===== src/rtl/spi_arb_pkg.sv =====
// Shared types and constants for the SPI master arbiter.
// Provides the sequencer state enum, field widths and timer sizing.
package spi_arb_pkg;

  typedef enum logic [2:0] {
    IDLE,
    SETUP,
    START,
    BUSY,
    FINISH
  } state_e;

  localparam int MODE_W = 2;
  localparam int DATA_W = 8;

  // Timer counts 0..timeout-1, so clog2 bits suffice.
  function automatic int timer_w(input int timeout);
    return $clog2(timeout);
  endfunction

endpackage


===== src/rtl/spi_arbiter_rr.sv =====
// Combinational round-robin arbiter for any shared master.
// Ports: req_i, last_i (previous winner) -> gnt_o (one-hot), idx_o.
module rr_arbiter #(
  parameter int N = 4
) (
  input  logic [N-1:0]         req_i,
  input  logic [$clog2(N)-1:0] last_i,
  output logic [N-1:0]         gnt_o,
  output logic [$clog2(N)-1:0] idx_o
);

  localparam int IW = $clog2(N);

  int            c;
  logic [IW-1:0] ci;
  logic          found;

  // Search starts one past the last winner and wraps.
  always_comb begin
    gnt_o = '0;
    idx_o = '0;
    found = 1'b0;
    c     = 0;
    ci    = '0;
    for (int i = 1; i <= N; i++) begin
      c  = (int'(last_i) + i) % N;
      ci = IW'(c);
      if (!found && req_i[ci]) begin
        found     = 1'b1;
        gnt_o[ci] = 1'b1;
        idx_o     = ci;
      end
    end
  end

endmodule


===== src/rtl/spi_arbiter.sv =====
// Round-robin sequencer sharing one SPI master among N_REQ requesters.
// Ports: req/req_mode/req_din in, rsp_valid/dout/err out, cs_n, m_* master side.
module spi_arbiter
  import spi_arb_pkg::*;
#(
  parameter int N_REQ   = 4,
  parameter int TIMEOUT = 64
) (
  input  logic                    clk,
  input  logic                    rst_n,
  input  logic [N_REQ-1:0]        req_i,
  input  logic [MODE_W*N_REQ-1:0] req_mode_i,
  input  logic [DATA_W*N_REQ-1:0] req_din_i,
  output logic [N_REQ-1:0]        rsp_valid_o,
  output logic [DATA_W-1:0]       rsp_dout_o,
  output logic                    rsp_err_o,
  output logic [N_REQ-1:0]        cs_n_o,
  output logic                    m_start_o,
  output logic [MODE_W-1:0]       m_mode_o,
  output logic [DATA_W-1:0]       m_din_o,
  input  logic [DATA_W-1:0]       m_dout_i,
  input  logic                    m_done_i
);

  localparam int IW = $clog2(N_REQ);
  localparam int TW = timer_w(TIMEOUT);
  localparam logic [TW-1:0] T_LAST = TW'(TIMEOUT - 1);

  state_e              state_q, state_d;
  logic [IW-1:0]       idx_q, idx_d;
  logic [IW-1:0]       last_q, last_d;
  logic [TW-1:0]       timer_q, timer_d;
  logic                err_q, err_d;
  logic [N_REQ-1:0]    cs_n_q, cs_n_d;
  logic [N_REQ-1:0]    vld_q, vld_d;
  logic [DATA_W-1:0]   dout_q, dout_d;
  logic [MODE_W-1:0]   mode_q, mode_d;
  logic [DATA_W-1:0]   din_q, din_d;

  logic [N_REQ-1:0]    win_gnt;
  logic [IW-1:0]       win_idx;

  rr_arbiter #(.N(N_REQ)) u_rr (
    .req_i  (req_i),
    .last_i (last_q),
    .gnt_o  (win_gnt),
    .idx_o  (win_idx)
  );

  always_comb begin
    state_d = state_q;
    idx_d   = idx_q;
    last_d  = last_q;
    timer_d = timer_q;
    err_d   = err_q;
    cs_n_d  = cs_n_q;
    vld_d   = vld_q;
    dout_d  = dout_q;
    mode_d  = mode_q;
    din_d   = din_q;
    unique case (state_q)
      IDLE: begin
        if (|req_i) begin
          idx_d   = win_idx;
          cs_n_d  = ~win_gnt;
          mode_d  = req_mode_i[int'(win_idx)*MODE_W +: MODE_W];
          din_d   = req_din_i[int'(win_idx)*DATA_W +: DATA_W];
          state_d = SETUP;
        end
      end
      SETUP: state_d = START;
      START: begin
        timer_d = '0;
        state_d = BUSY;
      end
      BUSY: begin
        // Done takes priority over a coincident timeout.
        if (m_done_i) begin
          dout_d        = m_dout_i;
          err_d         = 1'b0;
          vld_d         = '0;
          vld_d[idx_q]  = 1'b1;
          state_d       = FINISH;
        end else if (timer_q == T_LAST) begin
          dout_d        = '0;
          err_d         = 1'b1;
          vld_d         = '0;
          vld_d[idx_q]  = 1'b1;
          state_d       = FINISH;
        end else begin
          timer_d = timer_q + 1'b1;
        end
      end
      FINISH: begin
        vld_d   = '0;
        err_d   = 1'b0;
        cs_n_d  = '1;
        last_d  = idx_q;
        state_d = IDLE;
      end
      default: state_d = IDLE;
    endcase
  end

  always_ff @(posedge clk or negedge rst_n) begin
    if (!rst_n) begin
      state_q <= IDLE;
      idx_q   <= '0;
      last_q  <= IW'(N_REQ - 1);
      timer_q <= '0;
      err_q   <= 1'b0;
      cs_n_q  <= '1;
      vld_q   <= '0;
      dout_q  <= '0;
      mode_q  <= '0;
      din_q   <= '0;
    end else begin
      state_q <= state_d;
      idx_q   <= idx_d;
      last_q  <= last_d;
      timer_q <= timer_d;
      err_q   <= err_d;
      cs_n_q  <= cs_n_d;
      vld_q   <= vld_d;
      dout_q  <= dout_d;
      mode_q  <= mode_d;
      din_q   <= din_d;
    end
  end

  assign m_start_o   = (state_q == START);
  assign rsp_valid_o = vld_q;
  assign rsp_dout_o  = dout_q;
  assign rsp_err_o   = err_q;
  assign cs_n_o      = cs_n_q;
  assign m_mode_o    = mode_q;
  assign m_din_o     = din_q;

endmodule

===== config.mk =====
export PLATFORM = sky130hd
export DESIGN_NAME = spi_arbiter
export DESIGN_NICKNAME = d
export VERILOG_FILES = /design/src/rtl/spi_arb_pkg.sv /design/src/rtl/spi_arbiter_rr.sv /design/src/rtl/spi_arbiter.sv
export SDC_FILE = /design/constraint.sdc
export NUM_CORES = 1
export LEC_CHECK = 0
export CAP_MARGIN = 20
export CELL_PAD_IN_SITES_DETAIL_PLACEMENT = 0
export CELL_PAD_IN_SITES_GLOBAL_PLACEMENT = 2
export CORE_MARGIN = 2
export CORE_UTILIZATION = 25
export DETAILED_ROUTE_END_ITERATION = 10
export PLACE_DENSITY = 0.75
export SETUP_SLACK_MARGIN = 0.3
export SLEW_MARGIN = 15
export SYNTH_ARGS = -nofsm -noshare
export SYNTH_HDL_FRONTEND = slang
export SYNTH_SLANG_ARGS = --single-unit

===== constraint.sdc =====
create_clock -name clk -period 2.8 [get_ports clk]
set_input_delay 0.28 -clock clk [delete_from_list [all_inputs] [get_ports clk]]
set_output_delay 0.28 -clock clk [all_outputs]
set_load 0.01 [all_outputs]

# Word level (Yosys, flattened, before mapping)
# Index checks and enable logic that the tools add are counted.
word_totals:
  out_inout_bits: 28
  register_bits: 40
  inputBits: 55
  elab_cells: 109
classes:
  n_eq_ne: 9
  bitwise_logic: 4
  n_reduce_logical: 23
  add_sub_neg: 5
  n_shift: 2
  order_cmp: 10
  muxes: 46
op_table:
  columns: ["cell", "n"]
  rows:
  - ["$shiftx A32 B6 Y8", 1]
  - ["$mux W4", 7]
  - ["$mux W8", 2]
  - ["$pmux W4 S2", 2]
  - ["$lt A2 B3 Y1 const B", 5]
  - ["$mux W1", 14]
  - ["$mux W6", 2]
  - ["$or A4 B4 Y4", 3]
  - ["$pmux W3 S4", 1]
  - ["$pmux W6 S2", 1]
  - ["$demux W1 S2", 5]
  - ["$ge A2 B1 Y1 const B", 5]
  - ["$reduce_and A2 Y1", 5]
  - ["$mux W3", 3]
  - ["$bmux W1 S2", 4]
  - ["$logic_and A1 B1 Y1", 8]
  - ["$mux W2", 4]
  - ["$reduce_bool A2 Y1", 4]
  - ["$shiftx A8 B4 Y2", 1]
  - ["$add A6 B1 Y6 const B", 1]
  - ["$eq A3 B2 Y1 const B", 2]
  - ["$eq A6 B6 Y1 const B", 1]
  - ["$ne A2 B2 Y1 const B", 3]
  - ["$add A2 B1 Y2 const B", 2]
  - ["other kinds (10)", 13]

# Longest topological paths before layout
depth:
  ltp_word: 16
  ltp_mapped: 10
  mapped_depth_nobuf: 8

# By module
# A second synthesis with hierarchy kept.
unflattened:
  hier_cells: 217
  hier_area_um2: 2506.2
by_module_without_submodules:
  columns: ["module", "cells_per_inst", "seq_area_each_um2", "instances", "area_each_um2"]
  rows:
  - ["spi_arbiter", 158, 1008.5, 1, 2015.7]
  - ["rr_arbiter", 59, 0.0, 1, 490.5]

# Worst setup path before layout
# OpenSTA, ideal clock, no wires.
synth_timing:
  path_kind: "flip-flop to flip-flop"
  from: "reg last_q[0]"
  to: "reg din_q[1] (netlist: m_din_o[1])"
  path_buffers: 2
  stages_incl_launch_ff: 10
  setup_ns: 0.133
  required_time_ns: 2.667
  period_less_slack_ns: 2.971
  arrival_ns: 2.838
  path_slack_ns: -0.171
  cell_sequence: "dfstp_2 > buf_4 > inv_1 > ha_1 > mux4_2 > o21bai_2 > xnor2_2 > buf_6 > mux2i_1 > o221ai_2"
synth_via:
  elab_chain_len: 14
  word_cells_on_any_way: 26
  classes_between: "4 x add/sub; 1 x shift; 15 x mux; 6 x reduce/logical"
synth_lines:
  columns: ["element", "line_no", "text"]
  rows:
  - ["start: declaration", "spi_arbiter.sv:31", "logic [IW-1:0] last_q, last_d;"]
  - ["start signal: assignment", "spi_arbiter.sv:109", "last_q <= IW'(N_REQ - 1);"]
  - ["start signal: assignment", "spi_arbiter.sv:120", "last_q <= last_d;"]
  - ["$add A2 B1 Y2", "spi_arbiter_rr.sv:26", "c = (int'(last_i) + i) % N;"]
  - ["$bmux W1 S2", "spi_arbiter_rr.sv:28", "if (!found && req_i[ci]) begin"]
  - ["$mux W1 (implied by the code)", "spi_arbiter_rr.sv:28", null]
  - ["$mux W1", "spi_arbiter_rr.sv:28", null]
  - ["$logic_not A1 Y1", "spi_arbiter_rr.sv:28", null]
  - ["$logic_and A1 B1 Y1", "spi_arbiter_rr.sv:28", null]
  - ["$mux W1", "spi_arbiter_rr.sv:28", null]
  - ["$logic_not A1 Y1", "spi_arbiter_rr.sv:28", null]
  - ["$logic_and A1 B1 Y1", "spi_arbiter_rr.sv:28", null]
  - ["$mux W1", "spi_arbiter_rr.sv:28", null]
  - ["$logic_not A1 Y1", "spi_arbiter_rr.sv:28", null]
  - ["$logic_and A1 B1 Y1", "spi_arbiter_rr.sv:28", null]
  - ["$mux W2 *", "spi_arbiter_rr.sv:28", null]
  - ["$shiftx A32 B6 Y8 *", "spi_arbiter.sv:67", "din_d = req_din_i[int'(win_idx)*DATA_W +: DATA_W];"]
  - ["end signal: assignment", "spi_arbiter.sv:127", "din_q <= din_d;"]
  - ["end: declaration", "spi_arbiter.sv:38", "logic [DATA_W-1:0] din_q, din_d;"]
# Mark *: on every way between the ends. The rest lies on a longest branch, timed or not. The select of a mux whose other input is x is not followed.
# A chain may end at the register's enable or synchronous reset.

# Worst setup path in the final report
layout_timing:
  from: "reg last_q[0]"
  to: "reg mode_q[1] (netlist: m_mode_o[1])"
layout_via:
  elab_chain_len: 14
  word_cells_on_any_way: 26
  classes_between: "4 x add/sub; 1 x shift; 15 x mux; 6 x reduce/logical"
layout_lines:
  columns: ["element", "line_no", "text"]
  rows:
  - ["$add A2 B1 Y2", "spi_arbiter_rr.sv:26", null]
  - ["$bmux W1 S2", "spi_arbiter_rr.sv:28", null]
  - ["$mux W1 (implied by the code)", "spi_arbiter_rr.sv:28", null]
  - ["$mux W1", "spi_arbiter_rr.sv:28", null]
  - ["$logic_not A1 Y1", "spi_arbiter_rr.sv:28", null]
  - ["$logic_and A1 B1 Y1", "spi_arbiter_rr.sv:28", null]
  - ["$mux W1", "spi_arbiter_rr.sv:28", null]
  - ["$logic_not A1 Y1", "spi_arbiter_rr.sv:28", null]
  - ["$logic_and A1 B1 Y1", "spi_arbiter_rr.sv:28", null]
  - ["$mux W1", "spi_arbiter_rr.sv:28", null]
  - ["$logic_not A1 Y1", "spi_arbiter_rr.sv:28", null]
  - ["$logic_and A1 B1 Y1", "spi_arbiter_rr.sv:28", null]
  - ["$mux W2 *", "spi_arbiter_rr.sv:28", null]
  - ["$shiftx A8 B4 Y2 *", "spi_arbiter.sv:66", "mode_d = req_mode_i[int'(win_idx)*MODE_W +: MODE_W];"]
  - ["end signal: assignment", "spi_arbiter.sv:126", "mode_q <= mode_d;"]
  - ["end: declaration", "spi_arbiter.sv:37", "logic [MODE_W-1:0] mode_q, mode_d;"]
# Marks and branches as above.

==> flow_summary.json <==
{
  "ios": 83,
  "cts_tree": "yes",
  "hold_buffers": 0,
  "dr.pass1.iters": 4,
  "cp.buffers_inverters": 3,
  "antenna_cells": 0,
  "drive_gt1_frac": 0.220,
  "synthTopCellsByArea": "dfrtp_1 (34%), mux2i_1 (9.3%), dfstp_2 (6.4%), o221ai_2 (5.5%), a22o_1 (4.6%)",
  "cts.clk_slew.worst_paths_ps": 80,
  "core_um2": 9680,
  "grt_max_degree": 41,
  "worstPathRequired_ps": 2970,
  "grt_overflow_total": 0,
  "design_area_um2": 3760,
  "avgViaCountPerCell": 4.68,
  "syn_area_um2": 2470,
  "dieArea_um2": 10700,
  "avgSynthCellArea_um2": 11.0,
  "vias": 2094,
  "fp.dieW_um": 103,
  "worstSetupPathType": "flip-flop to flip-flop",
  "gp_congestion": 0.816,
  "setup_viol_count_final": 0,
  "critPathMaxFanout": 5,
  "critPathSlowestCell": "dfstp_2",
  "hold_violations": 0,
  "antenna_found_initial": 0,
  "dr.first_iter.drc_count": 105,
  "seq_area_frac_synth": 0.408,
  "tightestPinTransition_ps": 900,
  "worst_setup_path_end_kind": "flip-flop",
  "cts.sinks": 40,
  "dpl.hpwl_um": 4550,
  "max-slew-margin-rel": 0.400,
  "crit_chain": "clkinvlp_4 > ha_4 > mux4_2 > o21bai_4 > xnor2_4 > buf_12 > clkbuf_16 > mux2i_2 > o221ai_2",
  "grt_pass1_wl_um": 9720,
  "grt_usage": 0.115,
  "initial_core_util": 0.255,
  "clockRootBuffer": "clkbuf_8",
  "powerDensity_nw_per_um2": 1250,
  "slew_viol_final": 0,
  "critical-path-top-delay-family": "multiplexers",
  "grt_pass1_vias": 2019,
  "num_rows": 36,
  "critPathLaunch": "last_q[0]",
  "clock_latency_ps": 290,
  "synth_cell_types": 51,
  "dp_slack_ps": 167,
  "reg2reg_from": "last_q[0]",
  "critical_path.endpoint": "m_mode_o[1]",
  "yosysTopAreaCell": "dfrtp_1",
  "synth_edf_count": 0,
  "vdd_ir_drop_max_v": 0.000401,
  "rsz0062_at_grt": "yes",
  "hold_class": "input port to asynchronous set/reset pin",
  "cts_buffers": 5,
  "wl_per_cell_um": 14.5,
  "reg2reg_slack_ps": 140,
  "min_period_ps": 2660,
  "yosysWarnings": 0,
  "synth_seq_cells": 40,
  "cts_max_path_buffers": 2,
  "cts_max_level": 2,
  "rr_worst_depth": 9,
  "synth_flop_cell": "dfrtp_1",
  "start_kind": "flip-flop",
  "rr_endpoint": "m_mode_o[1]",
  "synthCells": 224,
  "max_cap_viol_count": 0,
  "post-route-period-util": 0.949,
  "ant_nets": 0,
  "p_leak_nw": 1.50,
  "max_freq_mhz": 376,
  "async_flop_share": 1.00,
  "synth_top_area_frac": 0.344,
  "finClkSkew_ps": 3.88,
  "die_h_um": 103,
  "syn2layout_area_growth_pct": 52.2,
  "worst_ep_arrival_time_ps": 2830,
  "syn-num-nets": 288,
  "drc_errors": 0,
  "io_buffers": 82,
  "outcome": "completed",
  "wl_um": 6500,
  "num-nets-final": 377,
  "place_area_um2": 3460,
  "cp.depth": 9,
  "crit_path_max_incr_delay_ps": 560,
  "setup_slack_ps": 143
}
cell type report:
| class | count | area, um2 |
|---|---|---|
| multi-input combinational | 162 | 1440 |
| sequential | 40 | 1010 |
| clock inverter | 3 | 42.5 |
| tap | 133 | 166 |
| fill | 955 | 5920 |
| clock buffer | 5 | 68.8 |
| inverter | 5 | 22.5 |
| timing repair buffer | 99 | 1010 |
sequential cells by signal (all words and copies together) (netlist names):
name	flops
cs_n_o	4
idx_q	2
last_q	2
m_din_o	8
m_mode_o	2
rsp_dout_o	8
rsp_err_o	1
rsp_valid_o	4
state_q	3
timer_q	6
per-stage QoR:
step	hold slack (ps)	utilization	cells	total power [W]	setup TNS (ps)
detailed placement	469	0.357	433	0.00360	0
CTS	147	0.368	441	0.00409	0
global placement	470	0.357	433	0.00357	0
global route	175	0.388	447	0.00504	0
finish	108	0.388	447	0.00470	0
floorplan	-15.6	-	224	0.00276	-993
synth_stat cells (5+ instances only):
cell and n:
nand3_1 7, clkbuf_1 6, nand2_1 20, dfstp_2 6
a22o_1 13, dfrtp_1 34, ha_1 9, mux2i_1 23
nor2_1 9, inv_1 5, buf_6 6, o221ai_2 9
o21ai_0 12, a22oi_1 8
worst min-delay path by stage:
| stage | startpoint | end | slack (ps) |
|---|---|---|---|
| 6_report | rst_n | rsp_dout_o[6] | 110 |
| 5_1_grt | rst_n | rsp_dout_o[2] | 170 |
| 4_1_cts | rst_n | rsp_dout_o[6] | 150 |
| 3_5_place_dp | rst_n | rsp_dout_o[6] | 470 |
| 3_3_place_gp | rst_n | rsp_dout_o[5] | 470 |
| 2_1_floorplan | rst_n | idx_q[0] | -20 |
cell families after synthesis:
family	synth area share
adder cells (fa/ha/maj)	0.0456
AND/OR/NAND/NOR	0.117
XOR/XNOR	0.0137
multiplexers	0.143
buffers and inverters	0.0547
flip-flops	0.408
AO/OA/AOI/OAI	0.217
power breakdown:
part / internal, W / total, W / switching, W
clock: 0.000264 / 0.000473 / 0.000210
combinational: 0.00180 / 0.00318 / 0.00138
sequential: 0.000862 / 0.00105 / 0.000189
timing repair:
action / 4_1_cts / 5_1_grt
setup endpoints to repair: 10 / 10
gates resized for setup: 0 / 17
pin swaps: 0 / 5
gates cloned: 0 / 3
buffers inserted: 0 / 3
metal layers:
| layer | vias to the layer above | GRT usage | routed length (um) | part of all wire |
|---|---|---|---|---|
| met5 | - | 0 | 0 | 0 |
| met1 | 1014 | 0.152 | 2950 | 0.45 |
| li1 | 1024 | - | - | - |
| met3 | 4 | 0.0316 | 377 | 0.058 |
| met4 | 0 | 0.0213 | 33 | 0.0051 |
| met2 | 52 | 0.190 | 3140 | 0.48 |
cell usage in the layout, fill, tap and decap left out, types with 2 or more instances in the layout:
cell type,n
clkdlybuf4s50_1,81
dfrtp_1,34
nand2_1,20
a22o_1,13
mux2i_1,12
o21ai_0,12
buf_4,12
nor2_1,9
o221ai_2,9
a22oi_1,8
ha_1,8
nand3_1,7
mux2i_2,6
dfstp_2,6
mux2i_4,5
clkbuf_8,5
inv_1,4
nand2b_1,4
mux2_2,4
o211ai_1,4
mux4_2,3
and2_1,3
clkinvlp_4,2
or4_1,2
nor3_1,2
a31oi_1,2
o41ai_1,2
xnor2_1,2
clkbuf_16,2
buf_12,2
(Power assumes the default switching activity.)
